### src/rtl/serial_addsub.sv
// ---------------------------------------------------------------------------
// serial_addsub
//
// Bit-serial two's-complement adder/subtractor. It computes S = A + B or
// S = A - B (as A + ~B + 1). One full-adder slice processes one bit per
// clock, LSB first, so a result takes WIDTH + 2 cycles from accept to the
// next possible accept.
//
// Ports
//   clk       rising-edge clock
//   reset     synchronous, active-high reset
//   start     operation request, only looked at while idle
//   sub       0: S = A + B, 1: S = A - B (captured with start)
//   a, b      operands (captured with start)
//   busy      high while an operation is shifting or completing
//   done      one-cycle pulse, s/cout/overflow valid
//   s         result bits (modulo 2^WIDTH)
//   cout      carry out of the MSB slice (for subtract: 1 = no borrow)
//   overflow  signed overflow (carry into MSB xor carry out of MSB)
// ---------------------------------------------------------------------------
module serial_addsub #(
  parameter int WIDTH = 4
) (
  input  logic             clk,
  input  logic             reset,
  input  logic             start,
  input  logic             sub,
  input  logic [WIDTH-1:0] a,
  input  logic [WIDTH-1:0] b,
  output logic             busy,
  output logic             done,
  output logic [WIDTH-1:0] s,
  output logic             cout,
  output logic             overflow
);

  localparam int CW = $clog2(WIDTH) + 1;

  typedef enum logic [1:0] {
    IDLE  = 2'd0,
    SHIFT = 2'd1,
    DONE  = 2'd2
  } state_t;

  state_t           state_q, state_d;
  logic [WIDTH-1:0] a_q, a_d;
  logic [WIDTH-1:0] b_q, b_d;
  logic [WIDTH-1:0] s_q, s_d;
  logic             carry_q, carry_d;
  logic [CW-1:0]    cnt_q, cnt_d;
  logic             cout_q, cout_d;
  logic             ovf_q, ovf_d;

  logic             fa_sum;
  logic             fa_c;

  // The single full-adder slice working on the current LSBs.
  assign fa_sum = a_q[0] ^ b_q[0] ^ carry_q;
  assign fa_c   = (a_q[0] & b_q[0]) | (a_q[0] & carry_q) | (b_q[0] & carry_q);

  always_comb begin
    state_d = state_q;
    a_d     = a_q;
    b_d     = b_q;
    s_d     = s_q;
    carry_d = carry_q;
    cnt_d   = cnt_q;
    cout_d  = cout_q;
    ovf_d   = ovf_q;

    case (state_q)
      IDLE: begin
        if (start) begin
          a_d     = a;
          // Subtraction is A + ~B + 1: invert B here and seed the carry with 1.
          b_d     = sub ? ~b : b;
          carry_d = sub;
          cnt_d   = '0;
          state_d = SHIFT;
        end
      end

      SHIFT: begin
        a_d     = {1'b0, a_q[WIDTH-1:1]};
        b_d     = {1'b0, b_q[WIDTH-1:1]};
        s_d     = {fa_sum, s_q[WIDTH-1:1]};
        carry_d = fa_c;
        cnt_d   = cnt_q + 1'b1;
        if (cnt_q == CW'(WIDTH - 1)) begin
          // On the MSB step carry_q is the carry into the MSB and fa_c the
          // carry out of it, so the flags can be registered directly here.
          cout_d  = fa_c;
          ovf_d   = carry_q ^ fa_c;
          state_d = DONE;
        end
      end

      DONE: begin
        state_d = IDLE;
      end

      default: begin
        state_d = IDLE;
      end
    endcase
  end

  always_ff @(posedge clk) begin
    if (reset) begin
      state_q <= IDLE;
      a_q     <= '0;
      b_q     <= '0;
      s_q     <= '0;
      carry_q <= 1'b0;
      cnt_q   <= '0;
      cout_q  <= 1'b0;
      ovf_q   <= 1'b0;
    end else begin
      state_q <= state_d;
      a_q     <= a_d;
      b_q     <= b_d;
      s_q     <= s_d;
      carry_q <= carry_d;
      cnt_q   <= cnt_d;
      cout_q  <= cout_d;
      ovf_q   <= ovf_d;
    end
  end

  assign busy     = (state_q != IDLE);
  assign done     = (state_q == DONE);
  assign s        = s_q;
  assign cout     = cout_q;
  assign overflow = ovf_q;

endmodule

### config.mk
export PLATFORM = sky130hd
export DESIGN_NAME = serial_addsub
export DESIGN_NICKNAME = d
export VERILOG_FILES = /design/src/rtl/serial_addsub.sv
export SDC_FILE = /design/constraint.sdc
export NUM_CORES = 1
export LEC_CHECK = 0
export ABC_CLOCK_PERIOD_IN_PS = 1600
export CORE_MARGIN = 5
export CORE_UTILIZATION = 50
export CTS_BUF_LIST = sky130_fd_sc_hd__clkbuf_4
export DETAILED_ROUTE_END_ITERATION = 6
export GPL_TIMING_DRIVEN = 0
export PLACE_DENSITY = 0.76
export SYNTH_ARGS = -nofsm -noshare
export SYNTH_HDL_FRONTEND = slang
export SYNTH_SLANG_ARGS = --single-unit
### constraint.sdc
create_clock -name clk -period 1.6 [get_ports clk]
set_clock_uncertainty 0.1 [all_clocks]
set_input_delay 0.16 -clock clk [delete_from_list [all_inputs] [get_ports clk]]
set_output_delay 0.16 -clock clk [all_outputs]
set_load 0.03 [all_outputs]
Yosys cells after proc, flatten, opt, wreduce, memory -nomap -nowiden
Index checks and enable logic that the tools add are counted.
{"block": "word_totals", "output_inout_bits": 8, "ff_bits": 20, "wordCells": 41}
{"block": "classes", "n_mux": 12, "eq_ne": 5, "n_reduce_logical": 6, "bitwise": 9, "add_sub_neg": 1}
{"operator": "one-hot mux 4 bit (2 select lines)", "count": 2}
{"operator": "2-to-1 mux 4 bit", "count": 3}
{"operator": "one-hot mux 3 bit (2 select lines)", "count": 1}
{"operator": "AND reduction 2 bit", "count": 3}
{"operator": "2-to-1 mux 2 bit", "count": 2}
{"operator": "!= test 2 bit, second input constant", "count": 2}
{"operator": "NOT 4 bit", "count": 1}
{"operator": "one-hot mux 2 bit (2 select lines)", "count": 1}
{"operator": "nonzero test 2 bit", "count": 2}
{"operator": "adder 3 x 1 -> 3 bit, second input constant", "count": 1}
{"operator": "bitwise AND 1 bit", "count": 3}
{"operator": "== test 3 x 2 -> 1 bit, second input constant", "count": 1}
{"operator": "2-to-1 mux 3 bit", "count": 1}
{"operator": "bitwise XOR 1 bit", "count": 3}
{"operator": "== test 2 x 1 -> 1 bit, second input constant", "count": 1}
{"operator": "== test 2 bit, second input constant", "count": 1}
{"operator": "zero test 2 bit", "count": 1}
{"operator": "OR 1 bit", "count": 2}
{"operator": "one-hot mux 1 bit (2 select lines)", "count": 1}
{"operator": "2-to-1 mux 1 bit", "count": 1}

Depth between registers and ports, before layout
{"block": "depth", "ltp_word": 4, "ltp_mapped": 5}

Worst setup path after synthesis
Ideal clock, no wire load.
{"block": "synth_path", "path_type": "reg-to-reg", "start": "register a_q[0]", "end": "register ovf_q, in the netlist overflow", "setup_time_ps": 132, "path_buffers": 0, "period_less_slack_ps": 1294, "t_required_ps": 1368, "stages_incl_launch_ff": 5, "arrival_ps": 1062, "setup_slack_ps": 306, "path_cell_list": "dfxtp_1 > fa_1 > xor2_1 > nand3_1 > a21oi_1"}
{"block": "synth_between", "elab_chain_cells": 4}
{"element": "start, declared", "line_no": "46", "text": "logic [WIDTH-1:0] a_q, a_d;"}
{"element": "start signal, assigned", "line_no": "111", "text": "a_q <= '0;"}
{"element": "start signal, assigned", "line_no": "120", "text": "a_q <= a_d;"}
{"element": "bitwise AND 1 bit", "line_no": "59", "text": "assign fa_c = (a_q[0] & b_q[0]) | (a_q[0] & carry_q) | (b_q[0] & carry_q);"}
{"element": "OR 1 bit (*) (2 in a row)", "line_no": "59"}
{"element": "via fa_c", "line_no": "55", "text": "logic fa_c;"}
{"element": "bitwise XOR 1 bit (*)", "line_no": "93", "text": "ovf_d = carry_q ^ fa_c;"}
{"element": "end signal, assigned", "line_no": "126", "text": "ovf_q <= ovf_d;"}
{"element": "end, declared", "line_no": "52", "text": "logic ovf_q, ovf_d;"}
The timed path passes the listed nets; every way through them passes the cells marked *.
A chain may end at the register's enable or synchronous reset.

Worst setup path in the final report
{"block": "layout_path", "start": "register state_q[0]", "end": "output busy"}
{"block": "layout_between", "elab_chain_cells": 1}
{"element": "start, declared", "line_no": "45", "text": "state_t state_q, state_d;"}
{"element": "start signal, assigned", "line_no": "119", "text": "state_q <= state_d;"}
{"element": "nonzero test 2 bit", "line_no": "130", "text": "assign busy = (state_q != IDLE);"}
{"element": "end, declared", "line_no": "30", "text": "output logic busy,"}
No other way between the ends.

==> flow_metrics.env <==
export IMPL_finalCritPeriodShare_pct=97.16
export IMPL_startpoint="state_q[0]$_SDFFE_PP0P_"
export IMPL_yosysWarnings=0
export IMPL_postCtsSetupBuffers=0
export IMPL_fill_cells=155
export IMPL_peakVddDrop_v=0.0005345
export IMPL_syn_area_per_cell_sq_um=9.783
export IMPL_holdWs_ps=208.2
export IMPL_nets=132
export IMPL_final_antenna_net_count=0
export IMPL_rows=15
export IMPL_clock_fmax_ghz=0.6432
export IMPL_path_class="reg -> out"
export IMPL_rsz0062_at_grt="false"
export IMPL_antenna_found_initial=0
export IMPL_path_delay_family="buffers and inverters"
export IMPL_cts_clk_slew_worst_paths_ps=110
export IMPL_grt_pass1_vias=699
export IMPL_status="completed"
export IMPL_tightest_slew_ps=544.5
export IMPL_synth_top_area_cell="dfxtp_1"
export IMPL_rr_worst_depth=4
export IMPL_via_count=730
export IMPL_core_area_sq_um=1745
export IMPL_synth_cell_types=26
export IMPL_cp_required_ps=1340
export IMPL_setup_viol_count_final=0
export IMPL_cp_start_kind="flop"
export IMPL_seq_area_sq_um=400.4
export IMPL_finish_utilization_pct=67.60
export IMPL_synth_edf_count=0
export IMPL_p_leak_nw=0.4942
export IMPL_critPathMaxFanout=10
export IMPL_start_util_pct=52.69
export IMPL_netlist_area_sq_um=919.6
export IMPL_syn_num_nets=109
export IMPL_regToRegEndpoint="overflow$_SDFFE_PP0P_"
export IMPL_ys_flop_type="dfxtp_1"
export IMPL_clock_path_buffers=2
export IMPL_synth_area_leaders="dfxtp_1 44%, a211oi_2 6.8%, mux2i_1 5.4%"
export IMPL_grt_pass1_wl_mm=3.146
export IMPL_grt_overflow=0
export IMPL_finalHoldViolations=0
export IMPL_fin_crit_ps=1555
export IMPL_multi_input_area_sq_um=474.2
export IMPL_cts_inserted_buffers=3
export IMPL_yosysSeqAreaShare_pct=43.54
export IMPL_path_cells="buf_4 > or2_2 > buf_2"
export IMPL_ys_ff_latch=20
export IMPL_syn_instance_count=94
export IMPL_grt_use_total_pct=15.21
export IMPL_htreeDepth=1
export IMPL_drive_above_1_share_pct=14.66
export IMPL_crit_arrival_ps=1290
export IMPL_endpoint="busy"
export IMPL_drt_iter0_markers=23
export IMPL_drt_wl_total_mm=1.779
export IMPL_synth_most_common_cell="dfxtp_1"
export IMPL_synthToLayoutAreaGrowth_pct=28.30
export IMPL_port_buffer_count=18
export IMPL_rr_startpoint="a_q[0]$_SDFFE_PP0P_"
export IMPL_post_place_ws_ps=-45.69
export IMPL_hold_class="in -> reg"
export IMPL_cts_hold_buf=0
export IMPL_gp_congestion=0.7625
export IMPL_wl_per_cell_microns=12.62
export IMPL_cts_sinks=20
export IMPL_p_per_area_nw_per_um2=953.0
export IMPL_synth_top_area_share_pct=43.54
export IMPL_synth_async_reset_ratio_pct=0
export IMPL_critPathCaptureType="primary output"
export IMPL_ctsRootBufferMaster="clkbuf_4"
export IMPL_hpwl_mm=1.387
export IMPL_antenna_cells=0
export IMPL_slew_headroom_pct=63.70
export IMPL_cts_tree="built"
export IMPL_worst_path_buf_inv=2
export IMPL_vias_per_cell=5.177
export IMPL_worst_slack_ps=45.37
export IMPL_drv_cap=0
export IMPL_clock_latency_ps=300
export IMPL_cp_slowest_stage_delay_ps=360
export IMPL_ios=20
export IMPL_fp_dieH_microns=52.89
export IMPL_crit_cells=3
export IMPL_route_detailed_drc=0
export IMPL_die_area_sq_um=2797
export IMPL_dr_pass1_iters=4
export IMPL_slowest_stage="dfxtp_1"
export IMPL_grt_start_max_net_pins=13
export IMPL_r2r_setup_slack_ps=240
export IMPL_synth_commonest_cells="20 x dfxtp_1, 10 x nand2_1, 10 x nor2_1"
export IMPL_fp_dieW_microns=52.89
export IMPL_slew_violations=0
-- per-layer routing --
layer	vias to the layer above	wire length (microns)	share of wire, %	GRT usage [%]
li1	371	-	-	-
met1	338	829	47	20.00
met2	19	833	47	24.79
met3	2	102	5.7	2.817
met4	0	14	0.79	5.106
met5	-	0	0	0
-- power breakdown --
part | total (mW) | switching, mW | internal, mW
clock | 0.407 | 0.154 | 0.253
combinational | 0.175 | 0.0896 | 0.0854
sequential | 0.543 | 0.0183 | 0.524
total | 1.12 | 0.262 | 0.863
-- how the worst min path moves through the flow --
stage | start | to | slack, ps | depth (start not counted)
floorplan | a[3] | a_q[3]$_SDFFE_PP0P_ | 210 | 2
global placement | s[0]$_SDFFE_PP0P_ | s[0]$_SDFFE_PP0P_ | 340 | 2
detailed placement | s[0]$_SDFFE_PP0P_ | s[0]$_SDFFE_PP0P_ | 350 | 2
CTS | sub | b_q[2]$_SDFFE_PP0P_ | 220 | 3
global route | sub | b_q[2]$_SDFFE_PP0P_ | 240 | 3
finish | sub | b_q[2]$_SDFFE_PP0P_ | 210 | 3
-- logic make-up (layout without fill, tap and decap cells) --
kind of cell / count (synthesis) / count (layout) / share of synthesized area (%)
AND/OR/NAND/NOR: 30 / 30 / 15.37
XOR/XNOR: 5 / 5 / 4.763
AO/OA/AOI/OAI: 23 / 23 / 21.09
buffers and inverters: 8 / 30 / 4.898
adder cells (fa/ha/maj): 3 / 3 / 4.898
multiplexers: 5 / 5 / 5.442
flip-flops: 20 / 20 / 43.54
-- state kept, by name, indices dropped and copies added, names as in the netlist --
name	cells
a_q	4
overflow	1
b_q	4
cout	1
s	4
carry_q	1
cnt_q	3
state_q	2
-- timing repair --
action,CTS,global route
endpoints found under the setup margin,6,2
hold endpoints to repair,0,0
gates resized for setup,12,2
-- placed cells by master (no fill, tap or decap), drive strengths merged --
master,Yosys,layout
nand3b,1,1
inv,2,2
clkbuf,3,6
fa,1,1
dfxtp,20,20
nand2,10,10
o21ba,1,1
a211oi,5,5
xor2,2,2
nor3b,1,1
clkdlybuf4s50,0,10
dlymetal6s2s,0,2
ha,2,2
a21oi,6,6
a2bb2oi,1,1
clkdlybuf4s15,0,1
bufinv,0,1
mux2i,5,5
buf,3,4
or2,1,1
nor2,10,10
xnor2,3,3
nand2b,2,2
dlygate4sd2,0,4
nor3,1,1
a22oi,6,6
nor2b,2,2
o21bai,1,1
nand3,2,2
o22ai,3,3
-- layout make-up --
class | count | share of cell area, %
Inverter | 2 | 0.6363
Clock inverter | 1 | 2.545
Tap cell | 25 | 2.651
Buffer | 6 | 3.181
Multi-Input combinational cell | 66 | 40.19
Clock buffer | 3 | 1.909
Timing Repair Buffer | 18 | 14.95
Sequential cell | 20 | 33.93
-- worst register-to-register path, cell delays in order, from the launching register on --
cell and delay (ps):
dfxtp_1 350, fa_1 480, xor2_1 170, nand3_1 80, a21oi_1 130
-- per-stage QoR --
stage	power [mW]	TNS, ps	instances	cell area, sq um
floorplan	0.6708	0	94	919.6
global placement	0.7281	-35.98	137	1131
finish	1.124	0	141	1180
detailed placement	0.7354	-45.69	137	1131
global route	1.175	0	141	1180
CTS	1.137	0	141	1175
(Power assumes the default switching activity.)
